$ cat src/rtl/bitstream_pkg.sv
// rtl/bitstream_pkg.sv - shared types, widths and count-to-value mapping for the bitstream dequantizer
//
// Purpose : default window geometry, FSM state type and the saturating
//           offset mapping from a window ones-count to a signed value.
// Contents: BITSTREAM_DEF, QUANT_DEF, CNT_W, D_SHIFT, state_t, count_to_data().

package bitstream_pkg;

  localparam int BITSTREAM_DEF = 64;
  localparam int QUANT_DEF     = 8;
  localparam int CNT_W         = $clog2(BITSTREAM_DEF) + 1;
  localparam int D_SHIFT       = QUANT_DEF - $clog2(BITSTREAM_DEF);

  typedef enum logic {
    ACCUM = 1'b0,
    HOLD  = 1'b1
  } state_t;

  // value = (count << d) - 2^(quant-1); only the single top code (a full
  // window of ones) lands on +2^(quant-1), which is clipped to the max.
  function automatic int count_to_data(input int count, input int quant, input int d);
    int v;
    int half;
    half = 1 << (quant - 1);
    v    = (count << d) - half;
    if (v > half - 1) begin
      v = half - 1;
    end
    return v;
  endfunction

endpackage

$ cat src/rtl/bitstream_dequant_map.sv
// rtl/bitstream_dequant_map.sv - combinational ones-count to signed value mapper
//
// Purpose : maps a window ones-count onto the signed QUANT-bit datapath.
// Ports   : i_count - ones count, 0..BITSTREAM
//           o_data  - signed reconstructed value (saturated at the top end)

module bitstream_dequant_map
  import bitstream_pkg::*;
#(
  parameter int BITSTREAM = 64,
  parameter int QUANT     = 8
) (
  input  logic [$clog2(BITSTREAM):0] i_count,
  output logic [QUANT-1:0]           o_data
);

  localparam int D = QUANT - $clog2(BITSTREAM);

  assign o_data = QUANT'(count_to_data(int'(i_count), QUANT, D));

endmodule

$ cat src/rtl/bitstream_dequota.sv
// rtl/bitstream_dequota.sv - unipolar bitstream window counter and signed value reconstructor
//
// Purpose : counts ones over each BITSTREAM-bit window of a serial stream and
//           presents the count plus the reconstructed signed value.
// Ports   : clk, rst                 - clock, synchronous active-high reset
//           in_valid/in_ready        - bit handshake; in_bit data, in_sof window start
//           out_valid/out_ready      - result handshake; out_count, out_data
//           sof_err                  - one-cycle pulse when in_sof truncated a window

module bitstream_dequota
  import bitstream_pkg::*;
#(
  parameter int BITSTREAM = 64,
  parameter int QUANT     = 8
) (
  input  logic                       clk,
  input  logic                       rst,
  input  logic                       in_valid,
  output logic                       in_ready,
  input  logic                       in_bit,
  input  logic                       in_sof,
  output logic                       out_valid,
  input  logic                       out_ready,
  output logic [$clog2(BITSTREAM):0] out_count,
  output logic [QUANT-1:0]           out_data,
  output logic                       sof_err
);

  localparam int               POS_W    = $clog2(BITSTREAM);
  localparam int               CW       = POS_W + 1;
  localparam logic [POS_W-1:0] LAST_POS = POS_W'(BITSTREAM - 1);

  if (BITSTREAM < 2 || (BITSTREAM & (BITSTREAM - 1)) != 0) begin : g_bad_bitstream
    $error("bitstream_dequota: BITSTREAM must be a power of two and >= 2");
  end
  if (QUANT < $clog2(BITSTREAM)) begin : g_bad_quant
    $error("bitstream_dequota: QUANT must be >= $clog2(BITSTREAM)");
  end

  state_t           r_state;
  state_t           w_state_nxt;
  logic [POS_W-1:0] r_pos;
  logic [CW-1:0]    r_acc;
  logic [CW-1:0]    r_count;
  logic [QUANT-1:0] r_data;
  logic             r_valid;
  logic             r_sof_err;

  logic             w_in_ready;
  logic             w_accept;
  logic             w_sof_restart;
  logic [POS_W-1:0] w_pos_eff;
  logic [CW-1:0]    w_acc_eff;
  logic [CW-1:0]    w_count;
  logic             w_last;
  logic [QUANT-1:0] w_mapped;

  // In HOLD the output slot is full, so a new bit may only enter in the cycle
  // the held result is being consumed.
  assign w_in_ready = !rst && ((r_state == ACCUM) || out_ready);
  assign w_accept   = in_valid && w_in_ready;

  // A mid-window sof restarts the window on this very bit.
  assign w_sof_restart = w_accept && in_sof && (r_pos != '0);
  assign w_pos_eff     = w_sof_restart ? '0 : r_pos;
  assign w_acc_eff     = w_sof_restart ? '0 : r_acc;
  assign w_count       = w_acc_eff + CW'(in_bit);
  assign w_last        = w_accept && (w_pos_eff == LAST_POS);

  bitstream_dequant_map #(
    .BITSTREAM (BITSTREAM),
    .QUANT     (QUANT)
  ) u_map (
    .i_count (w_count),
    .o_data  (w_mapped)
  );

  always_ff @(posedge clk) begin
    if (rst) begin
      r_state <= ACCUM;
    end else begin
      r_state <= w_state_nxt;
    end
  end

  // Leaving HOLD never coincides with a window end: the bit accepted in that
  // cycle is position 0 and BITSTREAM >= 2.
  always_comb begin
    w_state_nxt = r_state;
    case (r_state)
      ACCUM: begin
        if (w_last) begin
          w_state_nxt = HOLD;
        end
      end
      HOLD: begin
        if (out_ready) begin
          w_state_nxt = ACCUM;
        end
      end
      default: w_state_nxt = ACCUM;
    endcase
  end

  always_ff @(posedge clk) begin
    if (rst) begin
      r_pos     <= '0;
      r_acc     <= '0;
      r_count   <= '0;
      r_data    <= '0;
      r_valid   <= 1'b0;
      r_sof_err <= 1'b0;
    end else begin
      r_sof_err <= w_sof_restart;

      if (w_accept) begin
        if (w_last) begin
          r_pos   <= '0;
          r_acc   <= '0;
          r_count <= w_count;
          r_data  <= w_mapped;
        end else begin
          r_pos <= w_pos_eff + 1'b1;
          r_acc <= w_count;
        end
      end

      if (w_last) begin
        r_valid <= 1'b1;
      end else if (r_state == HOLD && out_ready) begin
        r_valid <= 1'b0;
      end
    end
  end

  assign in_ready  = w_in_ready;
  assign out_valid = r_valid;
  assign out_count = r_count;
  assign out_data  = r_data;
  assign sof_err   = r_sof_err;

endmodule

$ cat config.mk
export PLATFORM = sky130hd
export DESIGN_NAME = bitstream_dequota
export DESIGN_NICKNAME = d
export VERILOG_FILES = /design/src/rtl/bitstream_pkg.sv /design/src/rtl/bitstream_dequant_map.sv /design/src/rtl/bitstream_dequota.sv
export SDC_FILE = /design/constraint.sdc
export NUM_CORES = 1
export LEC_CHECK = 0
export ABC_CLOCK_PERIOD_IN_PS = 5500
export CORE_MARGIN = 2
export CORE_UTILIZATION = 35
export CTS_BUF_LIST = sky130_fd_sc_hd__clkbuf_16
export DETAILED_ROUTE_END_ITERATION = 10
export GPL_ROUTABILITY_DRIVEN = 0
export REMOVE_ABC_BUFFERS = 1
export SETUP_SLACK_MARGIN = 0.3
export SLEW_MARGIN = 20
export SYNTH_ARGS = -nofsm -noshare
export SYNTH_HDL_FRONTEND = slang
export SYNTH_HIERARCHICAL = 1
export SYNTH_SLANG_ARGS = --single-unit
$ cat constraint.sdc
create_clock -name clk -period 5.5 [get_ports clk]
set_input_delay 1.1 -clock clk [delete_from_list [all_inputs] [get_ports clk]]
set_output_delay 1.1 -clock clk [all_outputs]
set_load 0.01 [all_outputs]
==> results.md <==
* Syn avg cell area at 8.14 µm²
* # diodes at 0
* Tcrit/Tclk final at 76.1%
* Post-synth ARST share at 0%
* H-tree Lvls at 2
* Via count at 1345
* Max Slew Vio Count at 0
* Unrepaired setup endpoints after global routing: no
* Total of max-cap violations at 0
* Final setup viols at 0
* Arrival time of the worst setup path at 4.39 ns
* Largest net degree at the start of global routing at 25
* Final nets at 214
* Placed insts at 247
* Max Freq at 239 MHz
* Root Driver: clkbuf_16
* Yosys warns at 6
* Worst slew margin at 61.5%
* Post-Synthesis Cells at 185
* Initial Util at 37.1%
* Startpoint Class: input pin
* R2r setup slk at 2.03 ns
* Initial antenna violation count at 0
* Pre-CTS setup slack at 1.10 ns
* DRC errors left at 0
* Tot GR Track Use at 15.1%
* Post-synth top area cell: dfxtp_1
* HP Start: out_count[4]
* HP Class: reg2reg
* Register area share after synthesis at 41.2%
* Worst-path clk slew at 0.05 ns
* Fillers at 399
* Hold path endpoint: out_count[4]
* Slowest cell on crit path: and2_1
* Worst-Margin Slew at 0.576 ns
* Tightest hold margin at 0.453 ns
* Initial drt markers at 60
* Ys flop type: dfxtp_1
* Critical Path Fanout Max at 15
* TritonCTS clock tree: built
* Share of layout cells above drive strength 1 at 6.34%
* CP max stage delay at 0.50 ns
* IO Pins at 24
* CTS Hold Bufs at 0
* Post-synth EDFFs at 0
* VDD IR-drop max at 0.169 mV
* Post-synth cell types at 37
* Power density cells at 274 nW/µm²
* Worst skew pair latency at 0.27 ns
* Setup TNS at 0 ns
* DR pass1 iterations at 4
* ANT nets after route at 0
* Core region area at 4060 µm²
* Area Growth Syn to Fin at 25.1%
* Post-CTS Setup Inserts at 0
* Chip height at 69.6 µm
* Row count at 23
* Synth top area share at 41.2%
* Global-route wire length before repair at 5820 µm
* Outcome: finished clean
* Hpwl dp at 2360 µm
* Vias per cell at 5.27
* R2R depth at 13
* GR Overflow Total at 0
* Pleak at 0.692 nW
* Setup CP Type: in2reg
* Non-filler instance count after layout at 255
* Post-Route WL at 3340 µm
* Die ar. at 4840 µm²
* Hold Path Stages at 2
* Worst clock skew at 0.00368 ns
* TritonCTS Buffers at 5
* Max Root-Sink Buffers at 2
* Vias in the first global route at 1215
* Worst R2R Start: r_pos[0]
* Post-Synthesis Cell Area at 1510 µm²
* Tmin final at 4.19 ns
* Wire per inst at 13.1 µm
* Type of destination of the critical path: flop
* Setup slack after layout at 1.31 ns
* Die Wd at 69.6 µm
* Worst r2r dst: out_data[3]
* IO buf count at 23
* Crit-path cells: clkdlybuf4s50_1 > nand2b_1 > and2_1 > nand2_1 > and2_1 > ha_1 > ha_1 > and3_1 > nand3_1 > xor2_1 > nor2_1 > or2_1 > nand2_1 > a21oi_1
* Clock sink count at 31
* Critical Path RT at 5.70 ns
* Post-CTS sizing at 0
* Final Hold Fails at 0
* Synth area leaders: dfxtp_1 41%, nand2_1 9.2%, a21oi_1 7.3%
* Seq cells post-synth at 31
==> worst max path at each step <==
stage | cells after the start | endpoint | startpoint
3_5_place_dp | 14 | out_data[4] | out_ready
6_report | 14 | out_data[3] | out_ready
2_1_floorplan | 13 | out_data[2] | in_valid
5_1_grt | 14 | out_data[6] | out_ready
4_1_cts | 14 | out_data[4] | out_ready
3_3_place_gp | 14 | out_data[3] | out_ready
==> critical path, delay by kind of cell <==
kind | cells | cell delay, ns
AND/OR/NAND/NOR | 9 | 2.16
AO/OA/AOI/OAI | 1 | 0.14
XOR/XNOR | 1 | 0.10
buffers and inverters | 1 | 0.47
adder cells (fa/ha/maj) | 2 | 0.40
==> per-layer routing <==
layer,wire (µm),GRT usage [%]
met1,1650,19.8
met2,1480,23.0
met3,122,3.92
met4,90,7.19
met5,0,0
==> cell families (layout without fill, tap and decap cells) <==
logic type               count (synthesis)  after routing  synth area share (%)
AO/OA/AOI/OAI                           46             46                  18.9
XOR/XNOR                                 6              6                  3.49
adder cells (fa/ha/maj)                  4              4                  3.32
buffers and inverters                   14             34                  4.48
flip-flops                              31             31                  41.2
AND/OR/NAND/NOR                         84             84                  28.7
==> through the flow <==
| step | area [µm²] | total power, W | utilization [%] |
|---|---|---|---|
| 2_1_floorplan | 1450 | 0.000251 | - |
| 6_report | 1880 | 0.000517 | 46.4 |
| 5_1_grt | 1880 | 0.000537 | 46.4 |
| 3_5_place_dp | 1750 | 0.000265 | 43.0 |
| 4_1_cts | 1880 | 0.000524 | 46.4 |
| 3_3_place_gp | 1750 | 0.000265 | 43.0 |
==> cell usage in the layout (no fill, tap or decap), drive strengths merged, types with 2 or more instances in the layout <==
cell type / instances
nor3: 6
a31o: 4
nor2: 6
or2: 5
and2: 6
clkbuf: 5
o31ai: 4
inv: 4
a21oi: 22
or4: 2
clkdlybuf4s50: 23
a211oi: 2
o21ai: 8
and3: 5
xnor2: 3
nand3: 9
nand2: 37
xor2: 3
nand3b: 4
nand4: 2
ha: 4
a31oi: 2
dfxtp: 31
==> power breakdown <==
group | internal [W] | switching (W)
combinational | 0.0000132 | 0.0000187
sequential | 0.000227 | 0.00000180
clock | 0.000163 | 0.0000933
==> Yosys cell counts (all sizes together), types with 2 or more instances <==
cell type  number
nand2          37
or4             2
and3            5
nor2            6
nand3b          4
dfxtp          31
xnor2           3
a31oi           2
nand3           9
a21oi          22
and2            6
o31ai           4
clkbuf          9
a211oi          2
nand4           2
ha              4
o21ai           8
a31o            4
or2             5
inv             2
nor3            6
buf             3
xor2            3
==> final cells by class <==
cell class,instances,area [µm²],area share [%]
multi-input combinational,140,818,43.4
sequential,31,621,32.9
timing repair buffer,24,238,12.6
clock buffer,5,125,6.64
tap,50,62.6,3.32
clock inverter,3,12.5,0.664
inverter,2,7.51,0.398
==> registers in the layout (all words and copies together) (netlist names) <==
register / count
out_valid: 1
out_data: 8
sof_err: 1
r_state: 1
out_count: 7
r_acc: 7
r_pos: 6
(Power assumes the default switching activity.)
